--- src/rtl/instruction_fetch_unit.sv ---
// Instruction fetch unit: issues single-outstanding word reads to instruction
// memory and queues the returned words, tagged with their addresses, in a
// small FIFO for the consumer. A redirect flushes the FIFO and restarts
// fetching; a read still in flight at the redirect is tracked and its data
// dropped.
//
// Ports:
//   CLk, reset                      clock, synchronous active-high reset
//   mem_req, mem_address            read request pulse and word address
//   mem_ready, mem_instruction      read response pulse and data
//   inst_valid, instruction,        registered FIFO head: valid flag, word
//   inst_pc                         and its word address
//   inst_ready                      consumer accepts the head
//   redirect, redirect_pc           flush and restart at redirect_pc
//   buf_count                       occupied FIFO entries
module instruction_fetch_unit #(
  parameter logic [31:0] RESET_PC = 32'h0000_0000,
  parameter int unsigned DEPTH    = 4
) (
  input  logic                     CLk,
  input  logic                     reset,
  output logic                     mem_req,
  output logic [31:0]              mem_address,
  input  logic                     mem_ready,
  input  logic [31:0]              mem_instruction,
  output logic                     inst_valid,
  output logic [31:0]              instruction,
  output logic [31:0]              inst_pc,
  input  logic                     inst_ready,
  input  logic                     redirect,
  input  logic [31:0]              redirect_pc,
  output logic [$clog2(DEPTH):0]   buf_count
);

  localparam int unsigned PW = $clog2(DEPTH);
  localparam int unsigned CW = PW + 1;

  // Read-tracking states
  localparam logic [1:0] S_IDLE    = 2'd0;
  localparam logic [1:0] S_WAIT    = 2'd1;
  localparam logic [1:0] S_DISCARD = 2'd2;

  logic [1:0]    state_q, state_d;
  logic [31:0]   pc_q, pc_d;
  logic [CW-1:0] count_q, count_d;
  logic [PW-1:0] rd_ptr_q, rd_ptr_d;
  logic [PW-1:0] wr_ptr_q, wr_ptr_d;
  logic          valid_q, valid_d;
  logic [31:0]   instr_q, instr_d;
  logic [31:0]   ipc_q, ipc_d;

  logic [31:0]   mem_instr_q [DEPTH];
  logic [31:0]   mem_pc_q    [DEPTH];

  logic          push_c;
  logic          pop_c;
  logic          flush_c;
  logic          may_issue_c;
  logic          issue_c;
  logic [CW-1:0] occ_c;

  // Next-state, FIFO bookkeeping and request generation
  always_comb begin
    state_d     = state_q;
    pc_d        = pc_q;
    push_c      = 1'b0;
    flush_c     = 1'b0;
    may_issue_c = 1'b0;
    pop_c       = valid_q && inst_ready && !redirect;

    case (state_q)
      S_IDLE: begin
        // mem_ready is meaningless here: nothing is outstanding
        if (redirect) begin
          flush_c = 1'b1;
          pc_d    = redirect_pc;
        end else begin
          may_issue_c = 1'b1;
        end
      end
      S_WAIT: begin
        if (redirect) begin
          flush_c = 1'b1;
          pc_d    = redirect_pc;
          state_d = mem_ready ? S_IDLE : S_DISCARD;
        end else if (mem_ready) begin
          push_c      = 1'b1;
          pc_d        = pc_q + 32'd1;
          state_d     = S_IDLE;
          may_issue_c = 1'b1;
        end
      end
      S_DISCARD: begin
        // Stale response: drop it, and do not issue in the same cycle
        if (redirect) begin
          flush_c = 1'b1;
          pc_d    = redirect_pc;
          if (mem_ready) state_d = S_IDLE;
        end else if (mem_ready) begin
          state_d = S_IDLE;
        end
      end
      default: state_d = S_IDLE;
    endcase

    // Issue only if the eventual response is guaranteed a free entry
    occ_c   = count_q + CW'(push_c) - CW'(pop_c);
    issue_c = may_issue_c && !reset && (occ_c < CW'(DEPTH));
    if (issue_c) state_d = S_WAIT;

    if (flush_c) begin
      count_d  = '0;
      rd_ptr_d = '0;
      wr_ptr_d = '0;
    end else begin
      count_d  = occ_c;
      rd_ptr_d = rd_ptr_q + PW'(pop_c);
      wr_ptr_d = wr_ptr_q + PW'(push_c);
    end
    valid_d = (count_d != '0);

    // Next head: bypass the incoming word when it lands at the head slot
    instr_d = instr_q;
    ipc_d   = ipc_q;
    if (count_d != '0) begin
      if (push_c && (wr_ptr_q == rd_ptr_d)) begin
        instr_d = mem_instruction;
        ipc_d   = pc_q;
      end else begin
        instr_d = mem_instr_q[rd_ptr_d];
        ipc_d   = mem_pc_q[rd_ptr_d];
      end
    end

    mem_req     = issue_c;
    mem_address = issue_c ? pc_d : 32'h0;
  end

  // Control and head registers
  always_ff @(posedge CLk) begin
    if (reset) begin
      state_q  <= S_IDLE;
      pc_q     <= RESET_PC;
      count_q  <= '0;
      rd_ptr_q <= '0;
      wr_ptr_q <= '0;
      valid_q  <= 1'b0;
      instr_q  <= 32'h0;
      ipc_q    <= 32'h0;
    end else begin
      state_q  <= state_d;
      pc_q     <= pc_d;
      count_q  <= count_d;
      rd_ptr_q <= rd_ptr_d;
      wr_ptr_q <= wr_ptr_d;
      valid_q  <= valid_d;
      instr_q  <= instr_d;
      ipc_q    <= ipc_d;
    end
  end

  // FIFO storage; contents are qualified by the pointers, so no reset needed
  always_ff @(posedge CLk) begin
    if (push_c && !reset) begin
      mem_instr_q[wr_ptr_q] <= mem_instruction;
      mem_pc_q[wr_ptr_q]    <= pc_q;
    end
  end

  assign inst_valid  = valid_q;
  assign instruction = instr_q;
  assign inst_pc     = ipc_q;
  assign buf_count   = count_q;

endmodule
--- config.mk ---
export PLATFORM = sky130hd
export DESIGN_NAME = instruction_fetch_unit
export DESIGN_NICKNAME = d
export VERILOG_FILES = /design/src/rtl/instruction_fetch_unit.sv
export SDC_FILE = /design/constraint.sdc
export NUM_CORES = 1
export LEC_CHECK = 0
export ABC_AREA = 1
export BUFFER_PORTS_ARGS = -buffer_cell sky130_fd_sc_hd__buf_4
export CORE_AREA = 2 2 168 170
export DETAILED_ROUTE_END_ITERATION = 6
export DIE_AREA = 0 0 170 172
export PLACE_DENSITY = 0.79
export SETUP_SLACK_MARGIN = 0.5
export SKIP_CTS_REPAIR_TIMING = 1
export SYNTH_ARGS = -nofsm -noshare
export SYNTH_HDL_FRONTEND = slang
export SYNTH_SLANG_ARGS = --single-unit
--- constraint.sdc ---
create_clock -name CLk -period 8.3 [get_ports CLk]
set_input_delay 0.83 -clock CLk [delete_from_list [all_inputs] [get_ports CLk]]
set_output_delay 0.83 -clock CLk [all_outputs]
set_load 0.05 [all_outputs]
==> results.sh, run 1 <==
export IMPL_grt_usage=0.271
export IMPL_power_share_clock=0.411
export IMPL_gr_total_overflow=0
export IMPL_hold_violations=0
export IMPL_dr_pass1_iters=5
export IMPL_vias=12672
export IMPL_synthFlopType="edfxtp_1"
export IMPL_detailed_place_area_um2=17300
export IMPL_post_place_cells=2124
export IMPL_period_share=0.634
export IMPL_syn_inst=1698
export IMPL_hold_class="in2reg"
export IMPL_syn_num_nets=1777
export IMPL_start_util=0.579
export IMPL_ys_ff_latch=362
export IMPL_async_reset_ff_frac=0
export IMPL_yosysSeqAreaShare=0.616
export IMPL_netlist_top_cells_count="nand2_1 (361), edfxtp_1 (256), o21ai_0 (234)"
export IMPL_die_w_um=170
export IMPL_fin_tns_setup_ns=0
export IMPL_power_total_w=0.00432
export IMPL_maxCapViolCount=0
export IMPL_cts_buffer_depth=3
export IMPL_min_period_ns=5.26
export IMPL_grt_max_degree=97
export IMPL_ys_warn_count=0
export IMPL_clk_latency_ns=0.52
export IMPL_switching_power_w=0.00107
export IMPL_wire_per_inst_um=18.2
export IMPL_num_fill_cells=2106
export IMPL_p_leak_nw=7.06
export IMPL_fmax_mhz=190
export IMPL_htreeDepth=2
export IMPL_instances_no_fill=2191
export IMPL_dr_first_iter_drc_count=1255
export IMPL_fin_skew_ns=0.0166
export IMPL_portBuffers=169
export IMPL_die_h_um=172
export IMPL_drtAntennaViolNets=0
export IMPL_dieArea_um2=29200
export IMPL_crit_required_ns=7.47
export IMPL_yosysMostFrequentCell="nand2_1"
export IMPL_switching_share=0.249
export IMPL_cp_end_kind="output pin"
export IMPL_fin_nets=1896
export IMPL_drc=0
export IMPL_root_buffer="clkbuf_16"
export IMPL_power_density_nw_per_um2=232
export IMPL_core_rowCount=61
export IMPL_worst_setup_path_start_kind="flip-flop"
export IMPL_p_int_w=0.00325
export IMPL_outcome="completed"
export IMPL_rsz0062_at_grt="false"
export IMPL_post_dp_hpwl_um=23000
export IMPL_maxSlewHeadroom=0.268
export IMPL_design_area_um2=18600
export IMPL_layout_drive_gt1_share=0.148
export IMPL_critical_path_class="reg2out"
export IMPL_cp_arrival_ns=4.43
export IMPL_finalSetupViolCount=0
export IMPL_synth_largest_area_cell="edfxtp_1"
export IMPL_worstMarginPinSlew_ns=1.10
export IMPL_synth_area_leaders="edfxtp_1 (48%), dfxtp_1 (13%), nand2_1 (8.5%)"
export IMPL_syn_to_final_growth_pct=17.1
export IMPL_synth_area_um2=15900
export IMPL_drv_slew=0
export IMPL_synth_edf_count=256
export IMPL_grt_pass1_wl_um=61900
export IMPL_ioPinCount=170
export IMPL_post_drt_via_cell_ratio=5.78
export IMPL_clk_pin_slew_ns=0.06
export IMPL_core_um2=27500
export IMPL_worst_hold_slack_ns=0.514
export IMPL_syn_area_per_cell_um2=9.37
export IMPL_cts_buffers=37
export IMPL_clock_sinks=362
export IMPL_cts_tree="yes"
export IMPL_antenna_cells=0
export IMPL_grt_pass1_vias=11837
export IMPL_place_gp_congestion=0.925
export IMPL_finalWirelength_um=39800
export IMPL_synth_cell_types=45
export IMPL_antenna_found_initial=0
export IMPL_power_frac_seq=0.478
export IMPL_peakVddDrop_mv=0.142
export IMPL_pwr_share_comb=0.111
export IMPL_cp_max_fo=33
export IMPL_synth_top_cell_area_share=0.483
## routing by layer
metal  track usage  part of all wire  vias to the layer above
met5             0                 0                        -
met1         0.366              0.42                     5928
met3        0.0405             0.080                       71
met4        0.0873             0.025                        0
met2         0.455              0.47                      563
li1              -                 -                     6110
## worst paths after layout
path | start | endpoint | slack [ns] | depth (start not counted)
setup / recovery | state_q[1] | mem_address[10] | 3.04 | 16
hold / removal | mem_instruction[29] | mem_instr_q[1][29] | 0.51 | 1
setup reg to reg | state_q[0] | instruction[23] | 3.35 | 14
hold reg to reg | instruction[23] | instruction[23] | 0.52 | 2
## kinds of logic after synthesis
family,count (synthesis),synth area share
AOI/OAI and AO/OA,462,0.155
DFF,362,0.616
xor gates and xnor gates,4,0.00220
buffers and inverters,203,0.0520
and+or+nand+nor,657,0.166
adders and majority gates,10,0.00833
## final cells by class
| class | instances | area, um2 | share of cell area |
|---|---|---|---|
| Sequential cell | 362 | 9810 | 0.526 |
| Inverter | 99 | 373 | 0.0200 |
| Timing Repair Buffer | 184 | 1380 | 0.0741 |
| Clock buffer | 48 | 1040 | 0.0558 |
| Clock inverter | 19 | 283 | 0.0152 |
| Tap cell | 346 | 433 | 0.0232 |
| Multi-Input combinational cell | 1133 | 5320 | 0.285 |
## cell usage in the layout (no fill, tap or decap), types with 11 or more instances in the layout
| master | Yosys | layout |
|---|---|---|
| nor3_1 | 15 | 11 |
| o21ai_0 | 234 | 234 |
| dfxtp_1 | 106 | 106 |
| buf_4 | 4 | 184 |
| o22ai_1 | 32 | 32 |
| nand3_1 | 44 | 44 |
| nand2_1 | 361 | 361 |
| a31oi_1 | 34 | 34 |
| nand4_1 | 13 | 13 |
| a21oi_1 | 130 | 130 |
| inv_1 | 93 | 92 |
| clkbuf_16 | 0 | 39 |
| edfxtp_1 | 256 | 256 |
| nor2_1 | 206 | 206 |
## sequential cells by signal, indices dropped and copies added (netlist names)
register	cells
buf_count	3
inst_pc	32
inst_valid	1
instruction	32
mem_instr_q	128
mem_pc_q	128
pc_q	32
rd_ptr_q	2
state_q	2
wr_ptr_q	2
## power by group through the flow
stage	logic, W	registers [W]	clock network, W
5_1_grt	0.000521	0.00207	0.00187
2_1_floorplan	0.000237	0.00216	0
4_1_cts	0.000477	0.00206	0.00180
6_report	0.000479	0.00207	0.00177
3_5_place_dp	0.000474	0.00210	0
3_3_place_gp	0.000467	0.00210	0
## worst max-delay path, stage by stage, from the launching register on
cell and delay [ns]:
dfxtp_1 0.33, inv_1 0.10, ha_1 0.56, nand2_2 0.18, nor2_4 0.17, inv_1 0.09
ha_1 0.30, inv_1 0.06, ha_1 0.13, inv_1 0.05, fa_1 0.38, xor2_1 0.17
xor2_1 0.42, o2111ai_2 0.23, buf_4 0.31, a21oi_1 0.20, buf_4 0.23
## stage by stage
stage | utilization | setup slack, ns
after CTS | 0.678 | 3.02
after floorplan | - | 2.20
after global routing | 0.678 | 2.73
after global placement | 0.630 | 2.82
after detailed placement | 0.630 | 2.64
final | 0.678 | 3.04
Note: power is estimated with default switching activity, not from simulation.
==> inputs of run 2 (changes only) <==
CORE_AREA = 2 2 177 179   (was 2 2 168 170)
DIE_AREA = 0 0 179 181   (was 0 0 170 172)
PLACE_DENSITY = 0.75   (was 0.79)
clock period = 4.69 ns   (was 8.3 ns; I/O delays follow)
==> results.sh, run 2 (synthesis results as in run 1) <==
export IMPL_wl_met3_um=3170
export IMPL_finalSetupViolCount=0
export IMPL_layout_drive_gt1_share=0.164
export IMPL_fin_nets=1912
export IMPL_wirelength_met1_um=17300
export IMPL_die_h_um=181
export IMPL_hold_violations=0
export IMPL_cp_max_fo=8
export IMPL_fmax_mhz=244
export IMPL_most_common_layout_cells="nand2_1 (361), edfxtp_1 (256), o21ai_0 (234)"
export IMPL_clk_pin_slew_ns=0.06
export IMPL_finish_utilization=0.625
export IMPL_pwr_share_comb=0.118
export IMPL_dpl_worst_slack_ns=0.748
export IMPL_cp_arrival_ns=3.62
export IMPL_reg_top3="mem_instr_q x128, mem_pc_q x128"
export IMPL_grt_pass1_wl_um=63300
export IMPL_power_density_nw_per_um2=400
export IMPL_cp_slowest_cell="fa_2"
export IMPL_dr_first_iter_drc_count=1330
export IMPL_place_gp_congestion=0.932
export IMPL_cts_buffers=38
export IMPL_core_um2=30300
export IMPL_rsz0062_at_grt="false"
export IMPL_grt_max_degree=71
export IMPL_final_common_cell="nand2_1"
export IMPL_gr_total_overflow=0
export IMPL_grt_pass1_vias=12023
export IMPL_drtAntennaViolNets=0
export IMPL_dieArea_um2=32400
export IMPL_crit_required_ns=4.22
export IMPL_root_buffer="clkbuf_16"
export IMPL_wire_per_inst_um=18.1
export IMPL_power_total_w=0.00759
export IMPL_p_leak_nw=7.16
export IMPL_maxCapViolCount=0
export IMPL_min_period_ns=4.09
export IMPL_finalWirelength_um=40900
export IMPL_switching_share=0.259
export IMPL_power_frac_seq=0.482
export IMPL_drv_slew=0
export IMPL_power_share_clock=0.400
export IMPL_portBuffers=169
export IMPL_worstMarginPinSlew_ns=1.04
export IMPL_clk_latency_ns=0.54
export IMPL_antenna_cells=0
export IMPL_drc=0
export IMPL_outcome="completed"
export IMPL_post_dp_hpwl_um=24000
export IMPL_core_rowCount=64
export IMPL_highest_layer="met4"
export IMPL_post_place_cells=2181
export IMPL_grt_usage=0.248
export IMPL_fin_ws_ns=0.598
export IMPL_post_drt_via_cell_ratio=5.66
export IMPL_cts_buffer_depth=3
export IMPL_p_int_w=0.00562
export IMPL_wl_met2_um=19300
export IMPL_hold_class="in2reg"
export IMPL_maxSlewHeadroom=0.304
export IMPL_cts_tree="yes"
export IMPL_cp_cell_sequence="inv_2 -> ha_4 -> nand2_4 -> nor2_4 -> inv_2 -> ha_1 -> inv_1 -> ha_1 -> inv_1 -> fa_2 -> xor2_2 -> xor2_2 -> o2111ai_4 -> buf_12 -> clkbuf_16 -> nor2_1 -> buf_6"
export IMPL_vias=12794
export IMPL_htreeDepth=2
export IMPL_clock_sinks=362
export IMPL_peakVddDrop_mv=0.265
export IMPL_fin_skew_ns=0.0168
export IMPL_instances_no_fill=2259
export IMPL_max_stage_delay_ns=0.35
export IMPL_ioPinCount=170
export IMPL_dr_pass1_iters=6
export IMPL_syn_to_final_growth_pct=19.2
export IMPL_worst_setup_path_start_kind="flip-flop"
export IMPL_die_w_um=179
export IMPL_critical_path_class="reg2out"
export IMPL_start_util=0.524
export IMPL_period_share=0.872
export IMPL_antenna_found_initial=0
export IMPL_cp_end_kind="output pin"
export IMPL_switching_power_w=0.00196
[run 2: metal layers]
layer,track usage,up-vias
met2,0.406,558
met4,0.0865,0
met3,0.0290,84
met5,0,-
met1,0.341,6002
li1,-,6150
[run 2: power groups by stage]
| stage | logic [W] | clock network (W) | registers, W |
|---|---|---|---|
| 6_report | 0.000898 | 0.00304 | 0.00365 |
| 5_1_grt | 0.000974 | 0.00320 | 0.00367 |
| 4_1_cts | 0.000853 | 0.00308 | 0.00365 |
| 3_5_place_dp | 0.000849 | 0 | 0.00371 |
| 3_3_place_gp | 0.000839 | 0 | 0.00371 |
| 2_1_floorplan | 0.000419 | 0 | 0.00383 |
[run 2: stage by stage]
step                hold WS (ns)  setup TNS [ns]  cell area [um2]
finish                     0.136               0            19000
global route               0.123               0            19000
CTS                        0.115               0            18700
detailed placement         0.523               0            17400
global placement           0.515               0            17400
floorplan                  0.499         -296.93            15900
[run 2: area by class of cell]
cell class / instances / area, um2
fillers: 2448 / 11400
flip-flops and latches: 362 / 9810
multi-input cells: 1133 / 5400
repair buffers: 199 / 1620
clock buffers: 46 / 1000
well taps: 396 / 495
inverters: 99 / 373
clock inverters: 24 / 267
[run 2: worst max-delay path: cells and delay by family (launching register included)]
kind / cells / cell delay [ns]
buffers and inverters: 7 / 0.79
AO/OA/AOI/OAI: 1 / 0.17
AND/OR/NAND/NOR: 3 / 0.34
adder cells (fa/ha/maj): 4 / 0.93
XOR/XNOR: 2 / 0.50
flip-flops: 1 / 0.33
[run 2: path summary, 6_finish.rpt]
check	startpoint	end	slack, ns	cells past startpoint
setup reg to reg	state_q[1]	inst_pc[16]	1.24	17
hold / removal	mem_instruction[28]	mem_instr_q[3][28]	0.14	1
hold reg to reg	inst_pc[12]	inst_pc[12]	0.54	2
setup / recovery	state_q[1]	mem_address[30]	0.60	17
